**config.mk**
```make
export PLATFORM = sky130hd
export DESIGN_NAME = upsp_channel_join_flat
export DESIGN_NICKNAME = d
export VERILOG_FILES = /design/src/rtl/upsp_channel_join_if.sv /design/src/rtl/upsp_channel_join.sv /design/src/flat_wrapper.sv
export SDC_FILE = /design/constraint.sdc
export NUM_CORES = 1
export LEC_CHECK = 0
export ABC_AREA = 1
export ABC_CLOCK_PERIOD_IN_PS = 1600
export CAP_MARGIN = 15
export CORE_ASPECT_RATIO = 0.5
export CORE_UTILIZATION = 35
export DETAILED_ROUTE_END_ITERATION = 6
export PLACE_DENSITY = 0.6
export SETUP_SLACK_MARGIN = 0.02
export SKIP_LAST_GASP = 1
export SLEW_MARGIN = 5
export SYNTH_ARGS = -nofsm -noshare
export SYNTH_HDL_FRONTEND = slang
export SYNTH_SLANG_ARGS = --single-unit
```
**constraint.sdc**
```tcl
create_clock -name clk -period 1.6 [get_ports clk]
set_input_delay 0.24 -clock clk [delete_from_list [all_inputs] [get_ports clk]]
set_output_delay 0.24 -clock clk [all_outputs]
set_load 0.005 [all_outputs]
```
**src/rtl/upsp_channel_join_if.sv**
```systemverilog
// Handshake bundle between the per-channel bicubic engines, the joiner and the AXI write controller.
// Output width depends on UPSP_JOIN_SERIALIZE_EN (one pixel per beat when defined).
interface upsp_channel_join_if #(
    parameter int NUM_CH        = 3,
    parameter int CHANNEL_WIDTH = 8,
    parameter int PIX           = 4
);
`ifdef UPSP_JOIN_SERIALIZE_EN
    localparam int OUT_W = NUM_CH * CHANNEL_WIDTH;
`else
    localparam int OUT_W = PIX * NUM_CH * CHANNEL_WIDTH;
`endif

    logic [NUM_CH-1:0]                   ch_rsp_valid;
    logic [NUM_CH-1:0]                   ch_rsp_ready;
    logic [NUM_CH*PIX*CHANNEL_WIDTH-1:0] ch_rsp_data;
    logic                                upsp_ac_wvalid;
    logic                                ac_upsp_wready;
    logic [OUT_W-1:0]                    upsp_ac_wdata;
    logic                                upsp_ac_wlast;

    modport slave (
        input  ch_rsp_valid, ch_rsp_data, ac_upsp_wready,
        output ch_rsp_ready, upsp_ac_wvalid, upsp_ac_wdata, upsp_ac_wlast
    );

    modport master (
        output ch_rsp_valid, ch_rsp_data, ac_upsp_wready,
        input  ch_rsp_ready, upsp_ac_wvalid, upsp_ac_wdata, upsp_ac_wlast
    );
endinterface

```
**src/rtl/upsp_channel_join.sv**
```systemverilog
// Per-channel elastic FIFOs joined into pixel-aligned output beats with an end-of-line marker.
// Define UPSP_JOIN_SERIALIZE_EN to emit one pixel per beat instead of a whole group.
module upsp_channel_join #(
    parameter int NUM_CH        = 3,
    parameter int CHANNEL_WIDTH = 8,
    parameter int PIX           = 4,
    parameter int DEPTH         = 4,
    parameter int LINE_PIXELS   = 3840
) (
    input logic                 clk,
    input logic                 rst_n,
    upsp_channel_join_if.slave  bus
);
    localparam int AW  = $clog2(DEPTH);
    localparam int SW  = PIX * CHANNEL_WIDTH;
    localparam int PW  = NUM_CH * CHANNEL_WIDTH;
    localparam int GW  = PIX * PW;
    localparam int PCW = (LINE_PIXELS > 1) ? $clog2(LINE_PIXELS) : 1;
`ifdef UPSP_JOIN_SERIALIZE_EN
    localparam int OUT_W = PW;
    localparam int STEP  = 1;
    localparam int SUBW  = (PIX > 1) ? $clog2(PIX) : 1;
`else
    localparam int OUT_W = GW;
    localparam int STEP  = PIX;
`endif
    localparam logic [PCW-1:0] STEP_C    = PCW'(STEP);
    // A beat is the last of its line when its first pixel index is LINE_PIXELS-STEP.
    localparam logic [PCW-1:0] BEAT_LAST = PCW'(LINE_PIXELS - STEP);
    localparam logic [AW:0]    PTR_ONE   = {{AW{1'b0}}, 1'b1};

    typedef enum logic [0:0] {S_EMPTY = 1'b0, S_FULL = 1'b1} state_e;

    logic [SW-1:0]     mem_q  [NUM_CH][DEPTH];
    logic [AW:0]       wptr_q [NUM_CH];
    logic [AW:0]       rptr_q [NUM_CH];
    logic [SW-1:0]     head_s [NUM_CH];
    logic [NUM_CH-1:0] full_s, empty_s, push_s;
    logic [GW-1:0]     grp_s;
    logic [OUT_W-1:0]  ld_data_s;
    logic              join_s, hs_s, grp_done_s, ld_last_s;
    logic [PCW-1:0]    nb_s;

    state_e            state_q;
    logic              wvalid_q, wlast_q;
    logic [OUT_W-1:0]  wdata_q;
    logic [PCW-1:0]    pix_cnt_q;
`ifdef UPSP_JOIN_SERIALIZE_EN
    logic [GW-1:0]     grp_q;
    logic [SUBW-1:0]   sub_q;
    logic [GW-1:0]     shl_s;
    logic [PW-1:0]     nxt_pix_s;
`endif

    // FIFO status and repacking of the FIFO heads into one pixel-major group.
    always_comb begin
        full_s  = '0;
        empty_s = '0;
        push_s  = '0;
        grp_s   = '0;
        head_s  = '{default: '0};
        for (int c = 0; c < NUM_CH; c++) begin
            full_s[c]  = (wptr_q[c][AW-1:0] == rptr_q[c][AW-1:0]) && (wptr_q[c][AW] != rptr_q[c][AW]);
            empty_s[c] = (wptr_q[c] == rptr_q[c]);
            push_s[c]  = bus.ch_rsp_valid[c] & ~full_s[c];
            head_s[c]  = mem_q[c][rptr_q[c][AW-1:0]];
            for (int p = 0; p < PIX; p++) begin
                grp_s[(PIX-1-p)*PW + (NUM_CH-1-c)*CHANNEL_WIDTH +: CHANNEL_WIDTH] =
                    head_s[c][(PIX-1-p)*CHANNEL_WIDTH +: CHANNEL_WIDTH];
            end
        end
    end

    assign bus.ch_rsp_ready   = ~full_s;
    assign bus.upsp_ac_wvalid = wvalid_q;
    assign bus.upsp_ac_wdata  = wdata_q;
    assign bus.upsp_ac_wlast  = wlast_q;

    // Join decision and the pixel index of the beat that would be loaded next.
    always_comb begin
        hs_s = (state_q == S_FULL) && bus.ac_upsp_wready;
`ifdef UPSP_JOIN_SERIALIZE_EN
        grp_done_s = hs_s && (sub_q == SUBW'(PIX - 1));
        ld_data_s  = grp_s[GW-1 -: PW];
        shl_s      = grp_q << (PW * (int'(sub_q) + 1));
        nxt_pix_s  = shl_s[GW-1 -: PW];
`else
        grp_done_s = hs_s;
        ld_data_s  = grp_s;
`endif
        join_s = (&(~empty_s)) && ((state_q == S_EMPTY) || grp_done_s);
        if (hs_s) begin
            if (wlast_q) begin
                nb_s = '0;
            end else begin
                nb_s = pix_cnt_q + STEP_C;
            end
        end else begin
            nb_s = pix_cnt_q;
        end
        ld_last_s = (nb_s == BEAT_LAST);
    end

    // Per-channel FIFO storage and pointers; every FIFO pops on a join.
    always_ff @(posedge clk or negedge rst_n) begin
        if (!rst_n) begin
            for (int c = 0; c < NUM_CH; c++) begin
                wptr_q[c] <= '0;
                rptr_q[c] <= '0;
                for (int d = 0; d < DEPTH; d++) begin
                    mem_q[c][d] <= '0;
                end
            end
        end else begin
            for (int c = 0; c < NUM_CH; c++) begin
                if (push_s[c]) begin
                    mem_q[c][wptr_q[c][AW-1:0]] <= bus.ch_rsp_data[c*SW +: SW];
                    wptr_q[c] <= wptr_q[c] + PTR_ONE;
                end
                if (join_s) begin
                    rptr_q[c] <= rptr_q[c] + PTR_ONE;
                end
            end
        end
    end

    // Output register state machine with registered valid/data/last and line counter.
    always_ff @(posedge clk or negedge rst_n) begin
        if (!rst_n) begin
            state_q   <= S_EMPTY;
            wvalid_q  <= 1'b0;
            wdata_q   <= '0;
            wlast_q   <= 1'b0;
            pix_cnt_q <= '0;
`ifdef UPSP_JOIN_SERIALIZE_EN
            grp_q     <= '0;
            sub_q     <= '0;
`endif
        end else begin
            pix_cnt_q <= nb_s;
            if (join_s) begin
                state_q  <= S_FULL;
                wvalid_q <= 1'b1;
                wdata_q  <= ld_data_s;
                wlast_q  <= ld_last_s;
`ifdef UPSP_JOIN_SERIALIZE_EN
                grp_q    <= grp_s;
                sub_q    <= '0;
`endif
            end else if (grp_done_s) begin
                state_q  <= S_EMPTY;
                wvalid_q <= 1'b0;
                wlast_q  <= 1'b0;
`ifdef UPSP_JOIN_SERIALIZE_EN
            end else if (hs_s) begin
                sub_q    <= sub_q + SUBW'(1);
                wdata_q  <= nxt_pix_s;
                wlast_q  <= ld_last_s;
`endif
            end
        end
    end
endmodule

```
**src/flat_wrapper.sv**
```systemverilog
// flat-port wrapper written by rule: the top's interface ports become plain ports
module upsp_channel_join_flat 
#(
    parameter int NUM_CH        = 3,
    parameter int CHANNEL_WIDTH = 8,
    parameter int PIX           = 4,
    parameter int DEPTH         = 4,
    parameter int LINE_PIXELS   = 3840
)
  (clk, rst_n, bus_ch_rsp_valid, bus_ch_rsp_data, bus_ac_upsp_wready, bus_ch_rsp_ready, bus_upsp_ac_wvalid, bus_upsp_ac_wdata, bus_upsp_ac_wlast);
  upsp_channel_join_if #(.NUM_CH(NUM_CH), .CHANNEL_WIDTH(CHANNEL_WIDTH), .PIX(PIX)) bus_i ();
  input logic clk;
  input logic rst_n;
  input wire logic [$bits(bus_i.ch_rsp_valid)-1:0] bus_ch_rsp_valid;
  input wire logic [$bits(bus_i.ch_rsp_data)-1:0] bus_ch_rsp_data;
  input wire logic [$bits(bus_i.ac_upsp_wready)-1:0] bus_ac_upsp_wready;
  output wire logic [$bits(bus_i.ch_rsp_ready)-1:0] bus_ch_rsp_ready;
  output wire logic [$bits(bus_i.upsp_ac_wvalid)-1:0] bus_upsp_ac_wvalid;
  output wire logic [$bits(bus_i.upsp_ac_wdata)-1:0] bus_upsp_ac_wdata;
  output wire logic [$bits(bus_i.upsp_ac_wlast)-1:0] bus_upsp_ac_wlast;
  assign bus_i.ch_rsp_valid = bus_ch_rsp_valid;
  assign bus_i.ch_rsp_data = bus_ch_rsp_data;
  assign bus_i.ac_upsp_wready = bus_ac_upsp_wready;
  assign bus_ch_rsp_ready = bus_i.ch_rsp_ready;
  assign bus_upsp_ac_wvalid = bus_i.upsp_ac_wvalid;
  assign bus_upsp_ac_wdata = bus_i.upsp_ac_wdata;
  assign bus_upsp_ac_wlast = bus_i.upsp_ac_wlast;
  upsp_channel_join #(.NUM_CH(NUM_CH), .CHANNEL_WIDTH(CHANNEL_WIDTH), .PIX(PIX), .DEPTH(DEPTH), .LINE_PIXELS(LINE_PIXELS)) u_core (.clk(clk), .rst_n(rst_n), .bus(bus_i));
endmodule
```
# After elaboration in Yosys (flattened, before gate mapping)
# Cells that the tools add are included.
# totals
regBits	512
input_bits	102
output_inout_bits	101
wordCells	97
# op_classes
add_sub_neg	7
n_lt_le_gt_ge	9
n_eq_ne	10
n_mux	23
n_bitwise	15
reduce_logical	11
# ops
operator	n
$bwmux W128	3
$mux W32	9
$bmux W32 S2	3
$demux W32 S2	3
$mux W12	2
$add A3 B1 Y3 const B	6
$ge A3 B3 Y1 const B	6
$not A2 Y3	6
$add A12 B3 Y12 const B	1
$eq A12 B12 Y1 const B	1
$eq A3 B3 Y1	3
$lt A3 B1 Y1 const B	3
$logic_and A1 B1 Y1	8
$eq A2 B2 Y1	3
$not A3 Y3	2
$not A1 Y1	4
$and A1 B1 Y1	3
$mux W1	3
$ne A1 B1 Y1	3
$reduce_and A3 Y1	1
$reduce_bool A2 Y1	1
$logic_or A1 B1 Y1	1

# Depth between registers and ports, before layout
# logic_depth
word_depth	6
mapped_depth	12
depth_no_buf	10

# Worst setup path after synthesis
# No wires, ideal clock.
# synth_timing
path_type	register to register
startpoint	register u_core.rptr_q[1] (netlist bit)
endpoint	register u_core.mem_q[53] (netlist bit)
setup_ns	0.123
t_arrival_ns	1.450
required_time_ns	1.477
setup_slack_ns	0.026
path_stages_with_launch	10
n_path_buf	3
period_less_slack_ns	1.574
cell_sequence	dfrtp_1 -> buf_2 -> xnor2_1 -> nand4_2 -> nand2_4 -> nor2_1 -> buf_2 -> buf_4 -> nand2_1 -> nand2_1
# synth_between
elab_chain_len	4
# synth_rtl
element	line_no	rtl
start: declaration	upsp_channel_join.sv:36	logic [AW:0] rptr_q [NUM_CH];
start signal: indexed assignment	upsp_channel_join.sv:121	rptr_q[c] <= rptr_q[c] + PTR_ONE;
$eq A2 B2 Y1	upsp_channel_join.sv:63	full_s[c] = (wptr_q[c][AW-1:0] == rptr_q[c][AW-1:0]) && (wptr_q[c][AW] != rptr_q[c][AW]);
$logic_and A1 B1 Y1	upsp_channel_join.sv:63	
$not A1 Y1	upsp_channel_join.sv:65	push_s[c] = bus.ch_rsp_valid[c] & ~full_s[c];
$and A1 B1 Y1	upsp_channel_join.sv:65	
end signal: indexed assignment	upsp_channel_join.sv:117	mem_q[c][wptr_q[c][AW-1:0]] <= bus.ch_rsp_data[c*SW +: SW];
end: declaration	upsp_channel_join.sv:34	logic [SW-1:0] mem_q [NUM_CH][DEPTH];
# Every way passes these cells.
# A chain may end at the register's enable or synchronous reset.

# Worst setup path after layout
# layout_timing
startpoint	register u_core.wptr_q[1] (netlist bit)
endpoint	register u_core.mem_q[109] (netlist bit)
# layout_between
elab_chain_len	6
word_cells_on_any_way	11
cone_classes	2 x order compare; 1 x eq/ne; 3 x mux; 3 x bitwise; 2 x reduce/logical
# layout_rtl
element	line_no	rtl
start: declaration	upsp_channel_join.sv:35	logic [AW:0] wptr_q [NUM_CH];
start signal: indexed assignment	upsp_channel_join.sv:118	wptr_q[c] <= wptr_q[c] + PTR_ONE;
$not A2 Y3 (not written as such)	upsp_channel_join.sv:117	
$ge A3 B3 Y1 (not written as such) / $lt A3 B1 Y1 (equally long branches)	upsp_channel_join.sv:117	
$logic_and A1 B1 Y1 (not written as such)	upsp_channel_join.sv:117	
$mux W32 (not written as such)	upsp_channel_join.sv:117	
$demux W32 S2	upsp_channel_join.sv:117	
$bwmux W128	upsp_channel_join.sv:117	
# Parallel ways exist; a longest one is shown, timed or not.

==> flow_summary.yaml <==
synthesis:
  avgSynthCellArea_um2: 8.52
  synth.ff_latch_count: 512
  yosysTopAreaCellShare_pct: 57.9
  yosys.cell_types.count: 31
  syn_inst: 2594
  synthTopCellsByCount: "nand2_1, o21ai_0, dfrtp_1"
  synthFlopType: "dfrtp_1"
  yosysTopAreaCell: "dfrtp_1"
  yosysWarnings: 0
  synth_most_common_cell: "nand2_1"
  ys_seq_area_share_pct: 57.9
  synth_fp_nets: 2712
  async_reset_ff_share_pct: 100
  yosys-top-cells-area: "dfrtp_1, nand2_1, o21ai_0"
  synth_edf_count: 0
  synthesis.area_um2: 22100
grt:
  antenna_found_initial: 1
  globalRouteOverflowTotal: 0
  grt_pass1_wl_mm: 97.4
  grt_pass1_vias: 18000
  track_usage_pct: 18.6
  grt_max_degree: 78
detailed_routing:
  first_pass_iters: 6
  vias: 18300
  avgViaCountPerCell: 4.86
  drt-initial-drc-count: 1430
  ant_nets: 0
  drt_wl_total_mm: 60.1
  wl_per_cell_um: 16.0
  drc: 0
power:
  p_leak_nw: 14.1
  p_per_area_nw_per_um2: 2160
  power_mw: 61.7
  peakVddDrop_v: 0.000977
worst_setup_path:
  crit_fanout: 5
  startpoint: "u_core.wptr_q[1]$_DFFE_PN0P_"
  cp.required_ps: 2100
  max_stage_delay_ps: 410
  start_kind: "flop"
  crit_arrival_ps: 2320
  cp_cell_sequence: "xnor2_2 -> buf_4 -> nand4_4 -> buf_6 -> nand2_8 -> buf_12 -> nor2_4 -> buf_4 -> buf_6 -> nand2_1 -> nand2_1"
  r2r_start: "u_core.wptr_q[1]$_DFFE_PN0P_"
  critPathKind: "flop to flop"
  end_kind: "flop"
  crit_path_top_delay_cell: "dfrtp_1"
layout:
  final_cell_count_no_fill: 3765
  drive_gt1_share_pct: 12.9
  areaGrowthSynthToFinish_pct: 28.9
  n_fill_cell: 6004
  stdcell_area_um2: 28500
  nets: 3022
status:
  status: "finished, violations left"
  violations: "setup timing"
floorplan:
  start_util_pct: 35.8
  die_x_um: 357
  fp.dieArea_um2: 64200
  row_count: 64
  pin_count: 203
  fp.coreArea_um2: 61700
  die_h_um: 180
placement:
  io_buffers: 202
  dp_hpwl_mm: 38.1
  place_area_um2: 26100
  dp_cells: 3621
  place_congestion: 0.815
sta:
  whs_ps: 120
  finalWorstSetupSlack_ps: -223
  fin_crit_sh_pct: 114
  worst_slew_pin_slew_ps: 507
  worst_slew_margin_rel_pct: 66.2
  rsz0062_at_grt: "true"
  setup_viol: 359
  fin_crit_ps: 1820
  hold_viol_final: 0
  fmax_mhz: 548
  finClkSkew_ps: 17.1
  drv_slew: 0
clock_network:
  clk_pin_slew_worst_paths_ps: 70
  cts_max_path_buffers: 3
  cts_buffers: 48
  cts_root_buf: "clkbuf_16"
  clk_latency_ps: 570
  cts_tree: "yes"
  cts_sinks: 512
  h-tree-depth: 2
flow_run:
  maxCapViolCount: 0
hold_path:
  hp-class: "primary input to async pin"
[path summary, 6_finish.rpt]
check | endpoint | slack, ps | cells after the start
worst max-delay path | u_core.mem_q[109]$_DFFE_PN0P_ | -220 | 11
worst min-delay path | u_core.mem_q[96]$_DFFE_PN0P_ | 120 | 2
worst max register to register | u_core.mem_q[109]$_DFFE_PN0P_ | -220 | 11
worst min register to register | u_core.bus.upsp_ac_wdata[17]$_DFFE_PN0P_ | 460 | 2
max in group asynchronous | u_core.mem_q[77]$_DFFE_PN0P_ | 630 | 4
min in group clk | u_core.mem_q[277]$_DFFE_PN0P_ | 290 | 3
[metal layers]
metal / wire (um) / global-route usage, % / part of all wire (%) / up-vias
met3: 2240 / 2.79 / 3.7 / 85
li1: - / - / - / 8997
met1: 26600 / 24.3 / 44 / 8867
met2: 30000 / 32.4 / 50 / 344
met5: 0 / 0 / 0 / -
met4: 1240 / 4.46 / 2.1 / 0
[metrics by stage]
| stage | setup TNS, ps | setup WS, ps | util [%] |
|---|---|---|---|
| floorplan | 0 | 26.5 | - |
| global placement | -39400 | -317 | 42.3 |
| detailed placement | -49420 | -339 | 42.3 |
| CTS | -39600 | -255 | 45.5 |
| global route | -83780 | -324 | 46.2 |
| finish | -37010 | -223 | 46.2 |
[registers in the layout, indices dropped and copies added (netlist names)]
| register | flops |
|---|---|
| u_core.rptr_q | 9 |
| u_core.mem_q | 384 |
| u_core.bus.upsp_ac_wdata | 96 |
| u_core.bus.upsp_ac_wlast | 1 |
| u_core.wptr_q | 9 |
| u_core.state_q | 1 |
| u_core.pix_cnt_q | 12 |
[where the power goes]
part           internal (mW)  switching [mW]
sequential              19.1            3.09
combinational           12.1            15.9
clock                   6.49            5.04
[final cells by class]
class | count | area, um^2 | area share (%)
inverter | 151 | 588 | 2.06
timing repair buffer | 422 | 4300 | 15.1
clock buffer | 70 | 1430 | 5.00
antenna | 1 | 2.50 | 0.00878
multi-input combinational | 1769 | 8210 | 28.8
clock inverter | 15 | 139 | 0.487
sequential | 512 | 12800 | 45.0
tap | 825 | 1030 | 3.62
[timing repair]
action	CTS	global route
gates cloned	4	7
setup buffers	38	12
gates resized for setup	143	96
setup endpoints to repair	368	500
pin swaps	6	14
hold buffers	1	0
hold endpoints to repair	301	0
[worst max-delay path, delay by kind of cell, from the launching register on]
| family | cells | cell delay, ps |
|---|---|---|
| xor gates and xnor gates | 1 | 160 |
| buffers and inverters | 5 | 690 |
| DFF | 1 | 410 |
| and+or+nand+nor | 5 | 490 |
[kinds of logic (layout without fill, tap and decap cells)]
kind of cell               count (synthesis)  after routing  share of synthesized area, %
xor gates and xnor gates                  17             17                         0.673
buffers and inverters                    313            658                          5.99
and+or+nand+nor                         1074           1074                          18.7
other                                      0              1                             0
adders and majority gates                 16             16                         0.905
DFF                                      512            512                          57.9
AOI/OAI and AO/OA                        662            662                          15.8
[cells in the final DEF, fill, tap and decap left out, drive strengths merged]
cell type and n:
nand2 843, o21ai 546, dfrtp 512, buf 217, nor2 206, inv 148, clkdlybuf4s50 100, dlygate4sd2 97
clkbuf 76, a21oi 43, o32ai 32, o22ai 32, nand3 22, ha 16, clkinv 12, xor2 10
o21a 7, xnor2 7, clkinvlp 4, o21bai 2, bufinv 2, nand4 2, diode 1, nand3b 1
bufbuf 1, dlygate4sd3 1
No activity file was read; power rests on OpenSTA's default activity.
